--- config.mk ---
export PLATFORM = sky130hd
export DESIGN_NAME = axis_width_downsizer
export DESIGN_NICKNAME = d
export VERILOG_FILES = /design/src/rtl/axis_pkg.sv /design/src/rtl/axis_width_downsizer.sv
export SDC_FILE = /design/constraint.sdc
export NUM_CORES = 1
export LEC_CHECK = 0
export BUFFER_PORTS_ARGS = -buffer_cell sky130_fd_sc_hd__buf_2
export CORE_MARGIN = 1
export CORE_UTILIZATION = 45
export CTS_CLUSTER_SIZE = 16
export DETAILED_ROUTE_END_ITERATION = 12
export PLACE_DENSITY = 0.73
export SLEW_MARGIN = 10
export SYNTH_ARGS = -nofsm -noshare
export SYNTH_HDL_FRONTEND = slang
export SYNTH_SLANG_ARGS = --single-unit
--- constraint.sdc ---
create_clock -name clk -period 2.11 [get_ports clk]
set_clock_uncertainty 0.1 [all_clocks]
set_input_delay 0.5275 -clock clk [delete_from_list [all_inputs] [get_ports clk]]
set_output_delay 0.5275 -clock clk [all_outputs]
set_load 0.02 [all_outputs]
--- src/rtl/axis_pkg.sv ---
// Shared AXI-Stream helpers for the width converters and stream FIFOs.
package axis_pkg;

   localparam int unsigned AXIS_BYTE = 8;

   // Counter width that never collapses to zero bits for a single-entry range.
   function automatic int unsigned safe_clog2(input int unsigned value);
      return (value > 1) ? $clog2(value) : 1;
   endfunction

endpackage

--- src/rtl/axis_width_downsizer.sv ---
// AXI-Stream downsizer: one wide beat of ratio lanes is replayed as ratio narrow beats,
// lowest lane first, from a registered holding slot.
module axis_width_downsizer
   import axis_pkg::*;
#(
   parameter int unsigned n     = 5,
   parameter int unsigned ratio = 2,
   parameter int unsigned nb    = n * AXIS_BYTE,
   parameter int unsigned cw    = safe_clog2(ratio)
) (
   input  logic                clk,
   input  logic                reset_n,
   input  logic [ratio*nb-1:0] in_tdata,
   input  logic                in_tlast,
   input  logic                in_tvalid,
   output logic                in_tready,
   output logic [nb-1:0]       out_tdata,
   output logic                out_tlast,
   output logic                out_tvalid,
   input  logic                out_tready,
   output logic                busy
);

   if (ratio < 1 || ratio > 16) begin : g_bad_ratio
      $error("axis_width_downsizer: ratio must be within 1..16");
   end

   localparam logic [cw-1:0] LastIdx = cw'(ratio - 1);

   logic [ratio*nb-1:0] hold_q, hold_d;
   logic                hold_last_q, hold_last_d;
   logic [cw-1:0]       idx_q, idx_d;
   logic                full_q, full_d;
   logic                last_lane;
   logic                in_hs;
   logic                out_hs;

   assign last_lane = (idx_q == LastIdx);

   // Reload is allowed while the final lane drains, giving gap-free back-to-back beats.
   assign in_tready = reset_n & (~full_q | (last_lane & out_tready));
   assign in_hs     = in_tvalid & in_tready;
   assign out_hs    = full_q & out_tready;

   always_comb begin
      hold_d      = hold_q;
      hold_last_d = hold_last_q;
      idx_d       = idx_q;
      full_d      = full_q;
      if (in_hs) begin
         hold_d      = in_tdata;
         hold_last_d = in_tlast;
         idx_d       = '0;
         full_d      = 1'b1;
      end else if (out_hs) begin
         if (last_lane) begin
            idx_d  = '0;
            full_d = 1'b0;
         end else begin
            idx_d = idx_q + cw'(1);
         end
      end
   end

   always_ff @(posedge clk or negedge reset_n) begin
      if (!reset_n) begin
         hold_q      <= '0;
         hold_last_q <= 1'b0;
         idx_q       <= '0;
         full_q      <= 1'b0;
      end else begin
         hold_q      <= hold_d;
         hold_last_q <= hold_last_d;
         idx_q       <= idx_d;
         full_q      <= full_d;
      end
   end

   // Lane select from registered state only; no path from in_* to out_*.
   always_comb begin
      out_tdata = '0;
      for (int unsigned k = 0; k < ratio; k++) begin
         if (idx_q == cw'(k)) begin
            out_tdata = hold_q[k*nb +: nb];
         end
      end
   end

   assign out_tlast  = hold_last_q & last_lane;
   assign out_tvalid = full_q;
   assign busy       = full_q;

endmodule

Yosys cells after proc, flatten, opt, wreduce, memory -nomap -nowiden
Index checks and enable logic that the tools add are counted.
Storage, ports and cells
  input bits: 85
  register bits: 83
  word-level logic and storage cells: 22
  output and inout port bits: 44
Operators by class
  add/subtract/negate cells: 1
  reductions and logical operators: 3
  bitwise logic cells: 7
  mux-type cells: 7
Operator list (count)
  $mux W40: 1
  $mux W1: 6
  $and A1 B1 Y1: 5
  $reduce_bool A2 Y1: 2
  $reduce_and A2 Y1: 1
  $add A1 B1 Y1 const B: 1
  $not A1 Y1: 1
  $or A1 B1 Y1: 1

Depth between registers and ports, before layout
  word-level depth: 6
  gate-level depth with buffers: 5

Worst setup path after synthesis
Ideal clock, no wire load.
  kind: register to output
  from: register idx_q
  to: output out_tdata[25]
  cell stages (with the launch flop): 4
  arrival time: 1177 ps
  setup slack: 305 ps
  data required time: 1482 ps
  cell sequence: dfrtp_1 buf_4 clkbuf_1 mux2_2
On the way
  longest elaborated chain between the ends: 1
Ends and longest elaborated chain
  start, declared: line axis_width_downsizer.sv:32  | logic [cw-1:0] idx_q, idx_d;
  start signal, assigned: line axis_width_downsizer.sv:74  | idx_q <= idx_d;
  $mux W40: line axis_width_downsizer.sv:83  | if (idx_q == cw'(k)) begin
  end, declared: line axis_width_downsizer.sv:17  | output logic [nb-1:0] out_tdata,
Every way passes these cells.

Final worst setup path
  from: register idx_q
  to: output out_tdata[0]
The elaborated chain is that of the path after synthesis.

==> results.yml <==
run:
  maxCapViolations: 0
global_routing:
  antenna_found_initial: 0
  grt_pass1_wl_um: 11320
  grt_max_degree: 84
  gr-total-overflow: 0
  grt.total_usage: 0.1696
  grt_pass1_vias: 2397
timing:
  slew_headroom: 0.3229
  setup_tns_ns: 0
  fmax_mhz: 474.6
  period_share: 0.9987
  grt_setup_unrepaired: "true"
  hold_viol: 0
  setup_viol: 0
  worst_pin_slew_ns: 1.016
  whs_ns: 0.2885
  slew_violations: 0
  fin_crit_ns: 2.107
layout:
  syn_to_final_growth_pct: 27.59
  antenna-diode-count: 0
  final_common_cell: "buf_2"
  final_cells: 467
  drive_gt1_frac: 0.7288
  most-common-layout-cells: "buf_2 (117), mux2_2 (112), dfrtp_1 (82)"
  num-nets-final: 445
run_status:
  status: "finished clean"
setup_path:
  required_ns: 1.48
  reg2reg_from: "idx_q"
  cp-end-kind: "output pin"
  crit_fanout: 22
  crit_family: "flip-flops"
  slowest_delay_ns: 0.42
  ff2ff_path_depth: 5
  critPathBufInv: 2
  critPathKind: "flip-flop to output pin"
  slowest_stage: "dfrtp_2"
  critical_path_arrival_ns: 1.48
  worstReg2RegEnd: "hold_q[29]"
  path_cells: "buf_12 > mux2_2 > buf_4"
  r2r_slack_ns: 0.30
  cp-start-kind: "flip-flop"
logic_synthesis:
  syn_nets: 313
  yosysTopAreaCellShare: 0.5732
  syn-instance-count: 228
  ys_seq_area_frac: 0.5732
  synth_area_leaders: "dfrtp_1 (57%), mux2_2 (35%), mux2_1 (2.2%)"
  synth_area_sq_mm: 0.003623
  synth_area_per_cell_sq_um: 15.89
  ys_seq_elements: 83
  ys_warn_count: 0
  yosys.area.top_type: "dfrtp_1"
  ys_types: 13
worst_hold_path:
  min_to: "hold_q[26]"
  holdPathStages: 2
  hold_path_class: "primary input to flip-flop"
  hp-start: "in_tdata[26]"
floorplanning:
  die_x_um: 91.74
  start_util: 0.4665
  dieArea_sq_mm: 0.008415
  io_pins: 129
  core_sq_mm: 0.007767
  die_y_um: 91.74
  rows: 32
power:
  vdd.ir_drop.worst_mv: 0.9235
  pwr_density_cell_mw_per_mm2: 1618
  p_leak_nw: 2.146
  power_mw: 7.478
cts:
  clkLatencyLatePin_ns: 0.34
  numCtsBuffers: 9
  cts_hold_buf: 0
  clock-sinks: 83
  clk_pin_slew_ns: 0.08
  root_buffer: "clkbuf_8"
  clock_path_buffers: 2
  tritoncts: "built"
  post_cts_buffers: 0
  htreeDepth: 3
drt:
  drt_iter0_markers: 42
  wl_per_cell_um: 14.41
  vias: 2294
  dr.pass1.iters: 3
  viasPerCell: 4.912
  drt-total-wl_um: 6731
  ant_nets: 0
  drc: 0
place:
  dp_hpwl_um: 4822
  dp.cells: 451
  place_congestion: 0.7482
  port_buffers: 128
-- cells in the mapped netlist (all sizes together) --
cell type / n
a21oi: 1
and2: 2
buf: 13
clkbuf: 1
dfrtp: 83
mux2: 121
nand2: 5
o211ai: 1
o21ai: 1
-- repair_timing --
action                                  in CTS  in global routing
cloned                                       0                  0
gates resized for setup                      1                 11
endpoints found under the setup margin      37                 41
-- per-stage QoR --
stage,instance area (sq um),setup WS (ns),utilization
2_1_floorplan,3623,0.3054,-
3_3_place_gp,4382,0.2693,0.5641
3_5_place_dp,4382,0.2351,0.5641
4_1_cts,4593,-0.02611,0.5913
5_1_grt,4623,-0.03774,0.5952
6_report,4623,0.002775,0.5952
-- power breakdown --
| group | leakage, nW | total, mW | internal [mW] | switching (mW) |
|---|---|---|---|---|
| Sequential | 0.976 | 2.79 | 2.40 | 0.388 |
| Clock | 0.103 | 1.20 | 0.664 | 0.536 |
| Combinational | 1.07 | 3.49 | 1.82 | 1.67 |
-- area by class of cell --
type / instances / area (sq um)
multi-input combinational: 131 / 1438
fill: 674 / 3144
tap: 102 / 127.6
clock buffer: 11 / 131.4
timing repair buffer: 135 / 770.7
sequential: 83 / 2078
clock inverter: 5 / 77.57
-- sequential cells by signal, summed over array words and instances (netlist names) --
name         flops
busy             1
hold_last_q      1
hold_q          80
idx_q            1
-- worst max path at each step --
| stage | start | endpoint | slack [ns] | depth (start not counted) |
|---|---|---|---|---|
| 5_1_grt | idx_q | out_tdata[33] | -0.04 | 3 |
| 3_3_place_gp | reset_n | hold_q[4] | 0.27 | 5 |
| 2_1_floorplan | idx_q | out_tdata[25] | 0.31 | 3 |
| 6_report | idx_q | out_tdata[0] | 0.003 | 3 |
| 3_5_place_dp | reset_n | hold_q[29] | 0.24 | 5 |
| 4_1_cts | idx_q | out_tdata[7] | -0.03 | 3 |
-- cell families (layout without fill, tap and decap cells) --
| kind of cell | count (synthesis) | count (layout) | synth area share |
|---|---|---|---|
| compound gates | 3 | 3 | 0.007943 |
| buf+inv | 14 | 151 | 0.03211 |
| flops | 83 | 83 | 0.5732 |
| simple gates | 7 | 7 | 0.01070 |
| mux | 121 | 121 | 0.3760 |
-- layer usage --
layer / wire length (um) / part of all wire / GRT usage
met1: 2948 / 0.44 / 0.2225
met2: 3048 / 0.45 / 0.2607
met3: 627 / 0.093 / 0.05887
met4: 107 / 0.016 / 0.06250
met5: 0 / 0 / 0
No activity file was read; power rests on OpenSTA's default activity.
